**src/rtl/tff_arb_pkg.sv**
```systemverilog
`default_nettype none
// ============================================================================
// Module  : tff_arb_pkg
// Brief   : Shared defaults and round-robin pick function for tff_bank_arbiter
// Revision: 1.0
// ============================================================================
package tff_arb_pkg;

    localparam int N_REQ_DEF = 4;
    localparam int WIDTH_DEF = 8;
    localparam int CNT_W_DEF = 16;

    // The pick function works on a fixed-width view so any N_REQ <= MAX_REQ fits.
    localparam int MAX_REQ   = 32;

    typedef logic [4:0] rr_idx_t;

    typedef struct packed {
        logic    valid;
        rr_idx_t idx;
    } rr_pick_t;

    function automatic rr_pick_t rr_pick(input logic [MAX_REQ-1:0] req,
                                         input rr_idx_t            ptr,
                                         input int                 n);
        rr_pick_t r;
        int       c;
        r = '0;
        for (int k = 0; k < MAX_REQ; k++) begin
            if (k < n) begin
                c = int'(ptr) + k;
                if (c >= n) c = c - n;
                if (req[c] && !r.valid) begin
                    r.valid = 1'b1;
                    r.idx   = rr_idx_t'(c);
                end
            end
        end
        return r;
    endfunction

endpackage
`default_nettype wire

```
**src/rtl/tff_cell.sv**
```systemverilog
`default_nettype none
// ============================================================================
// Module  : tff_cell
// Brief   : Single T flip-flop with asynchronous active-high reset
// Revision: 1.0
// ============================================================================
module tff_cell (
    input  logic t,
    input  logic clk,
    input  logic reset,
    output logic q
);

    logic r_q;

    always_ff @(posedge clk or posedge reset) begin
        if (reset) r_q <= 1'b0;
        else if (t) r_q <= ~r_q;
    end

    assign q = r_q;

endmodule
`default_nettype wire

```
**src/rtl/tff_bank_arbiter.sv**
```systemverilog
`default_nettype none
// ============================================================================
// Module  : tff_bank_arbiter
// Brief   : Round-robin arbiter sharing one bank of T flip-flops among requesters
// Revision: 1.0
// ============================================================================
module tff_bank_arbiter
    import tff_arb_pkg::*;
#(
    parameter int N_REQ = N_REQ_DEF,
    parameter int WIDTH = WIDTH_DEF,
    parameter int CNT_W = CNT_W_DEF
) (
    input  logic                   clk,
    input  logic                   reset,
    input  logic [N_REQ-1:0]       req,
    input  logic [N_REQ*WIDTH-1:0] mask,
    input  logic                   hold,
    output logic [N_REQ-1:0]       grant,
    output logic [WIDTH-1:0]       q,
    output logic                   busy,
    output logic [CNT_W-1:0]       grant_cnt
);

    localparam int IDX_W = (N_REQ > 1) ? $clog2(N_REQ) : 1;

    logic [IDX_W-1:0]   r_ptr;
    logic [N_REQ-1:0]   r_grant;
    logic [CNT_W-1:0]   r_cnt;

    logic [MAX_REQ-1:0] w_req_ext;
    rr_pick_t           w_pick;
    logic               w_valid;
    logic [IDX_W-1:0]   w_win;
    logic [IDX_W-1:0]   w_ptr_next;
    logic [WIDTH-1:0]   w_mask_win;
    logic [N_REQ-1:0]   w_onehot;
    logic [WIDTH-1:0]   w_t;

    always_comb begin
        w_req_ext            = '0;
        w_req_ext[N_REQ-1:0] = req;
    end

    assign w_pick  = rr_pick(w_req_ext, rr_idx_t'(r_ptr), N_REQ);
    assign w_valid = w_pick.valid & ~hold;
    assign w_win   = w_pick.idx[IDX_W-1:0];

    always_comb begin
        w_mask_win = '0;
        w_onehot   = '0;
        for (int i = 0; i < N_REQ; i++) begin
            if (w_win == IDX_W'(i)) begin
                w_mask_win  = mask[i*WIDTH +: WIDTH];
                w_onehot[i] = 1'b1;
            end
        end
    end

    assign w_ptr_next = (w_win == IDX_W'(N_REQ - 1)) ? '0 : w_win + IDX_W'(1);

    always_ff @(posedge clk or posedge reset) begin
        if (reset) begin
            r_ptr   <= '0;
            r_grant <= '0;
            r_cnt   <= '0;
        end else if (w_valid) begin
            r_ptr   <= w_ptr_next;
            r_grant <= w_onehot;
            r_cnt   <= r_cnt + CNT_W'(1);
        end else begin
            r_grant <= '0;
        end
    end

    // Only the winning requester's mask ever reaches the T inputs.
    assign w_t = w_valid ? w_mask_win : '0;

    generate
        for (genvar j = 0; j < WIDTH; j++) begin : g_bank
            tff_cell u_cell (
                .t    (w_t[j]),
                .clk  (clk),
                .reset(reset),
                .q    (q[j])
            );
        end
    endgenerate

    assign grant     = r_grant;
    assign grant_cnt = r_cnt;
    assign busy      = (|req) & ~hold;

endmodule
`default_nettype wire

```
**config.mk**
```make
export PLATFORM = sky130hd
export DESIGN_NAME = tff_bank_arbiter
export DESIGN_NICKNAME = d
export VERILOG_FILES = /design/src/rtl/tff_arb_pkg.sv /design/src/rtl/tff_cell.sv /design/src/rtl/tff_bank_arbiter.sv
export SDC_FILE = /design/constraint.sdc
export NUM_CORES = 1
export LEC_CHECK = 0
export BUFFER_PORTS_ARGS = -buffer_cell sky130_fd_sc_hd__buf_2
export CORE_MARGIN = 4
export CORE_UTILIZATION = 54
export DETAILED_ROUTE_END_ITERATION = 8
export GPL_ROUTABILITY_DRIVEN = 0
export PLACE_DENSITY = 0.85
export SLEW_MARGIN = 20
export SYNTH_ARGS = -nofsm -noshare
export SYNTH_HDL_FRONTEND = slang
export SYNTH_SLANG_ARGS = --single-unit
```
**constraint.sdc**
```tcl
create_clock -name clk -period 6.8 [get_ports clk]
set_input_delay 1.02 -clock clk [delete_from_list [all_inputs] [get_ports clk]]
set_output_delay 1.02 -clock clk [all_outputs]
set_load 0.02 [all_outputs]
```
==> results of run 1 <==
==> synth_stat cells, drive strengths merged, types with 5 or more instances <==
| cell type | count | share of area [%] |
|---|---|---|
| nor4 | 7 | 3.0 |
| nand2 | 22 | 4.6 |
| xnor2 | 11 | 4.9 |
| o31ai | 7 | 2.7 |
| nor2b | 9 | 2.9 |
| ha | 9 | 5.7 |
| a221oi | 7 | 3.1 |
| dfrtp | 30 | 38 |
| nor3 | 6 | 1.5 |
| clkbuf | 5 | 0.96 |
| inv | 5 | 0.96 |
| buf | 12 | 4.8 |
| xor2 | 14 | 6.2 |
==> final cells by class <==
type	count	area, um^2	share of cell area (%)
tap	46	57.6	2.50
clock buffer	7	55.1	2.39
inverter	5	18.8	0.815
timing repair buffer	67	335	14.6
multi-input combinational	141	1080	46.9
clock inverter	1	5.00	0.217
sequential	30	751	32.6
==> registers in the layout, indices dropped and copies added, names as in the netlist <==
| signal | cells |
|---|---|
| grant_cnt | 16 |
| g_bank.u_cell.q | 8 |
| grant | 4 |
| r_ptr | 2 |
==> critical path: cells and delay by family (launching register included) <==
family                   cells  cell delay [ns]
AO/OA/AOI/OAI                3             0.74
XOR/XNOR                     1             0.12
adder cells (fa/ha/maj)      2             0.81
buffers and inverters        1             0.16
flip-flops                   1             0.68
multiplexers                 1             0.35
AND/OR/NAND/NOR              4             1.27
==> power groups by stage <==
stage	clock (mW)	combinational, mW	sequential, mW
2_1_floorplan	0	0.717	0.325
3_3_place_gp	0	0.831	0.312
3_5_place_dp	0	0.858	0.315
4_1_cts	0.109	0.867	0.312
5_1_grt	0.120	0.965	0.323
6_report	0.106	0.865	0.311
==> routing by layer <==
layer  global-route usage (%)  vias to the layer above
met3                     4.43                       10
met1                     24.8                      761
li1                         -                      802
met4                     8.93                        0
met5                        0                        -
met2                     29.6                       61
==> metrics by stage <==
stage          power [mW]  instance area (um^2)  worst slack (ns)  utilization [%]  std cells
2_1_floorplan        1.04                  1960              3.27                -        193
3_3_place_gp         1.14                  2240              2.71             65.7        289
3_5_place_dp         1.17                  2240              2.55             65.7        289
4_1_cts              1.29                  2300              2.58             67.4        297
5_1_grt              1.41                  2300              2.19             67.4        297
6_report             1.28                  2300              2.57             67.4        297
==> kinds of logic (layout without fill, tap and decap cells) <==
group,count (synthesis),count (layout)
AO/OA/AOI/OAI,28,28
XOR/XNOR,25,25
AND/OR/NAND/NOR,71,71
adder cells (fa/ha/maj),9,9
multiplexers,8,8
buffers and inverters,22,80
flip-flops,30,30
==> worst paths after layout <==
check,start,end,slack [ns]
min,g_bank[1].u_cell.q$_DFFE_PP0P_,g_bank[1].u_cell.q$_DFFE_PP0P_,0.46
max in group asynchronous,reset,r_ptr[0]$_DFFE_PP0P_,5.62
min reg2reg,g_bank[1].u_cell.q$_DFFE_PP0P_,g_bank[1].u_cell.q$_DFFE_PP0P_,0.46
max,r_ptr[0]$_DFFE_PP0P_,g_bank[6].u_cell.q$_DFFE_PP0P_,2.57
min in group asynchronous,reset,grant[1]$_DFF_PP0_,0.77
max reg2reg,r_ptr[0]$_DFFE_PP0P_,g_bank[6].u_cell.q$_DFFE_PP0P_,2.57
==> flow_summary.toml, run 1 <==
[timing]
timing.final.crit_share_pct = 62.2
whs_ns = 0.465
slew_headroom_pct = 50.9
tns_ns = 0
clock.fmax_ghz = 0.236
hold_viol = 0
drv_slew = 0
timing.final.crit_period_ns = 4.23
skew_ns = 0.0122
worstMarginPinSlew_ns = 0.730
setup_violations = 0
rsz0062_at_grt = "false"

[logic_synthesis]
syn_nets = 241
synth_top_family_by_area = "simple AND/OR/NAND/NOR gates"
synthMuxAreaShare_pct = 6.37
netlist-cell-type-count = 43
synth_cells = 193
synth_compound_area_share_pct = 11.3
synth_ff_type = "dfrtp_1"
synth-edff-count = 0
syn_avg_cell_area_um2 = 10.2
syn_area_um2 = 1960
synth_fa_ha_area_share_pct = 5.74
synth-simple-area-share_pct = 20.5
synth_xor_xnor_area_share_pct = 11.2
ys_ff_latch = 30
yosysSeqAreaShare_pct = 38.2
synth_warnings = 0
synthArstFlopShare_pct = 100

[routing]
first_iter_violations = 89
dr.max_layer_used = "met4"
drtAntennaViolNets = 0
avgViaCountPerCell = 5.50
totalWireLength_um = 4240
wl_met2_um = 2120
wire_per_inst_um = 14.3
num_vias = 1634
drt-met1-wl_um = 1760
drc = 0
dr_wl_met3_um = 258
drtPass1Iterations = 4

[power]
switching_share_pct = 47.5
switching_power_mw = 0.609
p_leak_nw = 1.12
pwr-share-comb_pct = 67.5
clkPwrFrac_pct = 8.2
peakVddDrop_uv = 393
internal-power_mw = 0.673
power_density_nw_per_um2 = 557
p_seq_share_pct = 24.3

[cells_and_area]
nNetsFinal = 298
fill_cells = 289
final_cell_mix = "67 x buf_2, 30 x dfrtp_1, 19 x nand2_1"
final_common_cell = "buf_2"
drive_above_1_share_pct = 35.1
syn2layout_area_growth_pct = 17.3
diodes = 0

[setup_path]
critPathMaxFanout = 15
crit_type = "flop to flop"
crit_path_cell_trace = "inv_1 -> ha_1 -> mux4_2 -> a21o_1 -> nor4_4 -> nor2_1 -> ha_1 -> nor2b_1 -> a221oi_1 -> o31ai_1 -> nand2_2 -> xnor2_1"
crit_path_end_kind = "flop"
cp.arrival_ns = 4.45
worst-endpoint-required_ns = 7.01
critPathMostFrequentCell = "ha_1"
cp-start-kind = "flop"
rr_worst_depth = 12
slowest_delay_ns = 0.68
cpMaxStageDelayCell = "dfrtp_1"

[die]
ios = 68
row_count = 21
die_h_um = 68.3
core-area_um2 = 3420
initial_core_util_pct = 57.5
die_w_um = 68.3
dieArea_um2 = 4660

[clock_tree]
clock_latency_ns = 0.32
ctsLongestPathBuffers = 2
path_clk_slew_ns = 0.09
cts_made_buffers = 5
root_buffer = "clkbuf_4"
post_cts_resize_count = 0
cts.sinks = 30
ctsHoldBuffers = 0
cts_tree = "done"
cts_htree_levels = 2
postCtsSetupBuffers = 0

[grt]
grt_pass1_wl_um = 6580
track_usage_pct = 19.0
antenna_found_initial = 0
grt_pass1_vias = 1438
grt_overflow = 0
grt_start_max_net_pins = 31

[status]
status = "complete, no violations"

[place]
hpwlAfterDp_um = 3290
port_buffers = 67

[job]
drv_cap = 0

[worst_hold_path]
hold-path-cell-count = 1
hold_path.class = "flop to flop"
Note: power is estimated with default switching activity, not from simulation.
==> run 2, diff against run 1 <==
Settings changed: CORE_UTILIZATION 54 to 50, PLACE_DENSITY 0.85 to 0.8.
Clock period 6.8 ns to 4.1 ns, I/O delays scaled along.
==> run 2 against run 1 <==
Effect of this change:
- count of clock-buffer cells in the layout is 1 lower
- cell area increased by 2.3%
- sequential share of layout area down 0.73 points
- critical path depth unchanged
- largest cell class unchanged
- register-to-register slack got worse by 2.2 ns
- combinational power grew 68%
- critical endpoint is now g_bank[4].u_cell.q$_DFFE_PP0P_
- non-clock buffer count up 2
- largest power group unchanged
- clock power up 130%
- die area rose by 7.0%
- routed wire length is 1.3% higher
- hold slack worse by 0.060 ns
==> flow_summary.toml, run 2 (synthesis gave the netlist of run 1 again) <==
[worst_hold_path]
hold_path.class = "input port to async pin"

[die]
row_count = 22
initial_core_util_pct = 52.8
die_w_um = 70.7
core-area_um2 = 3720
die_h_um = 70.7
dieArea_um2 = 4990
ios = 68

[clock_tree]
ctsHoldBuffers = 0
root_buffer = "clkbuf_8"
post_cts_resize_count = 0
clock_latency_ns = 0.28
cts_htree_levels = 2
cts.sinks = 30
ctsLongestPathBuffers = 2
cts_made_buffers = 5
cts_tree = "done"
path_clk_slew_ns = 0.07
postCtsSetupBuffers = 0

[cells_and_area]
largest_reg_flops = 16
final_util_pct = 63.4
fill_cells = 320
nNetsFinal = 300
diodes = 0
instances_no_fill = 301
drive_above_1_share_pct = 36.0
syn2layout_area_growth_pct = 20.0
final_common_cell = "buf_2"
design_area_um2 = 2360
final_cell_mix = "67 x buf_2, 30 x dfrtp_1, 19 x nand2_1"

[timing]
slew_headroom_pct = 58.7
timing.final.crit_period_ns = 3.74
tns_ns = 0
rsz0062_at_grt = "false"
setup_violations = 0
skew_ns = 0.0104
drv_slew = 0
worstMarginPinSlew_ns = 0.618
worst_slack_ns = 0.363
timing.final.crit_share_pct = 91.1
hold_viol = 0
clock.fmax_ghz = 0.268

[power]
clkPwrFrac_pct = 11.3
switching_share_pct = 46.5
power_density_nw_per_um2 = 939
p_seq_share_pct = 23.3
internal-power_mw = 1.18
p_leak_nw = 1.14
switching_power_mw = 1.03
peakVddDrop_uv = 729
pwr-share-comb_pct = 65.4

[setup_path]
cp-start-kind = "flop"
crit_path_cell_trace = "inv_1 -> ha_1 -> and3b_1 -> or3_1 -> a21oi_1 -> o32a_1 -> ha_1 -> nor2b_1 -> a221oi_1 -> o31ai_1 -> nand2_2 -> xnor2_1"
slowest_delay_ns = 0.66
cp_num_buf_inv = 1
crit_family = "simple AND/OR/NAND/NOR gates"
critPathMaxFanout = 12
crit_path_end_kind = "flop"
cp.arrival_ns = 3.91
cpMaxStageDelayCell = "dfrtp_1"
crit_type = "flop to flop"
critPathMostFrequentCell = "ha_1"
worst-endpoint-required_ns = 4.27

[grt]
grt_pass1_wl_um = 6890
grt_start_max_net_pins = 31
antenna_found_initial = 0
track_usage_pct = 17.2
grt_overflow = 0
grt_pass1_vias = 1447

[routing]
avgViaCountPerCell = 5.49
drc = 0
wire_per_inst_um = 14.2
drtAntennaViolNets = 0
num_vias = 1652
totalWireLength_um = 4290
drtPass1Iterations = 7
first_iter_violations = 104

[place]
pre_cts_ws_ns = 0.411
dp_cells = 293
hpwlAfterDp_um = 3280
port_buffers = 67
placed_area_um2 = 2260

[status]
status = "complete, no violations"

[job]
drv_cap = 0
==> run 2: cell count changes in the layout (fill, tap and decap cells not counted), sizes merged <==
cell	before	now
clkbuf	7	6
buf	67	69
clkinvlp	0	1
==> run 2: power by group through the flow <==
stage | sequential (mW) | clock, mW | combinational (mW)
after global placement | 0.516 | 0 | 1.41
final | 0.516 | 0.249 | 1.45
after detailed placement | 0.521 | 0 | 1.45
after floorplan | 0.540 | 0 | 1.19
after CTS | 0.516 | 0.255 | 1.45
after global routing | 0.535 | 0.268 | 1.61
==> run 2: final timing paths <==
check                                          startpoint                              to  slack [ns]  cells after the start
worst max-delay path                 r_ptr[0]$_DFFE_PP0P_  g_bank[4].u_cell.q$_DFFE_PP0P_        0.36                     12
worst min-delay path                                reset              grant[1]$_DFF_PP0_        0.41                      2
worst max register to register       r_ptr[0]$_DFFE_PP0P_  g_bank[4].u_cell.q$_DFFE_PP0P_        0.36                     12
worst min register to register  grant_cnt[15]$_DFFE_PP0P_       grant_cnt[15]$_DFFE_PP0P_        0.46                      1
max in group asynchronous                           reset        grant_cnt[3]$_DFFE_PP0P_        3.29                      2
min in group clk                grant_cnt[15]$_DFFE_PP0P_       grant_cnt[15]$_DFFE_PP0P_        0.46                      1
==> run 2: final cells by class <==
| cell class | instances | area [um^2] | share of cell area, % |
|---|---|---|---|
| multi-input cells | 141 | 1080 | 45.9 |
| flip-flops and latches | 30 | 751 | 31.9 |
| repair buffers | 69 | 350 | 14.9 |
| inverters | 5 | 18.8 | 0.797 |
| well taps | 48 | 60.1 | 2.55 |
| clock inverters | 2 | 12.5 | 0.531 |
| clock buffers | 6 | 82.6 | 3.51 |
==> run 2: metal layers <==
metal,part of all wire [%],up-vias,routed length [um],track usage [%]
met1,42,797,1810,23.2
met4,0.51,0,22,3.97
li1,-,798,-,-
met5,0,-,0,0
met2,51,55,2180,27.4
met3,6.6,2,281,5.26
==> run 2: metrics by stage <==
stage	hold slack, ns	power (mW)
4_1_cts	0.425	2.23
5_1_grt	0.460	2.42
3_5_place_dp	0.457	1.97
6_report	0.405	2.21
2_1_floorplan	0.443	1.73
3_3_place_gp	0.452	1.93
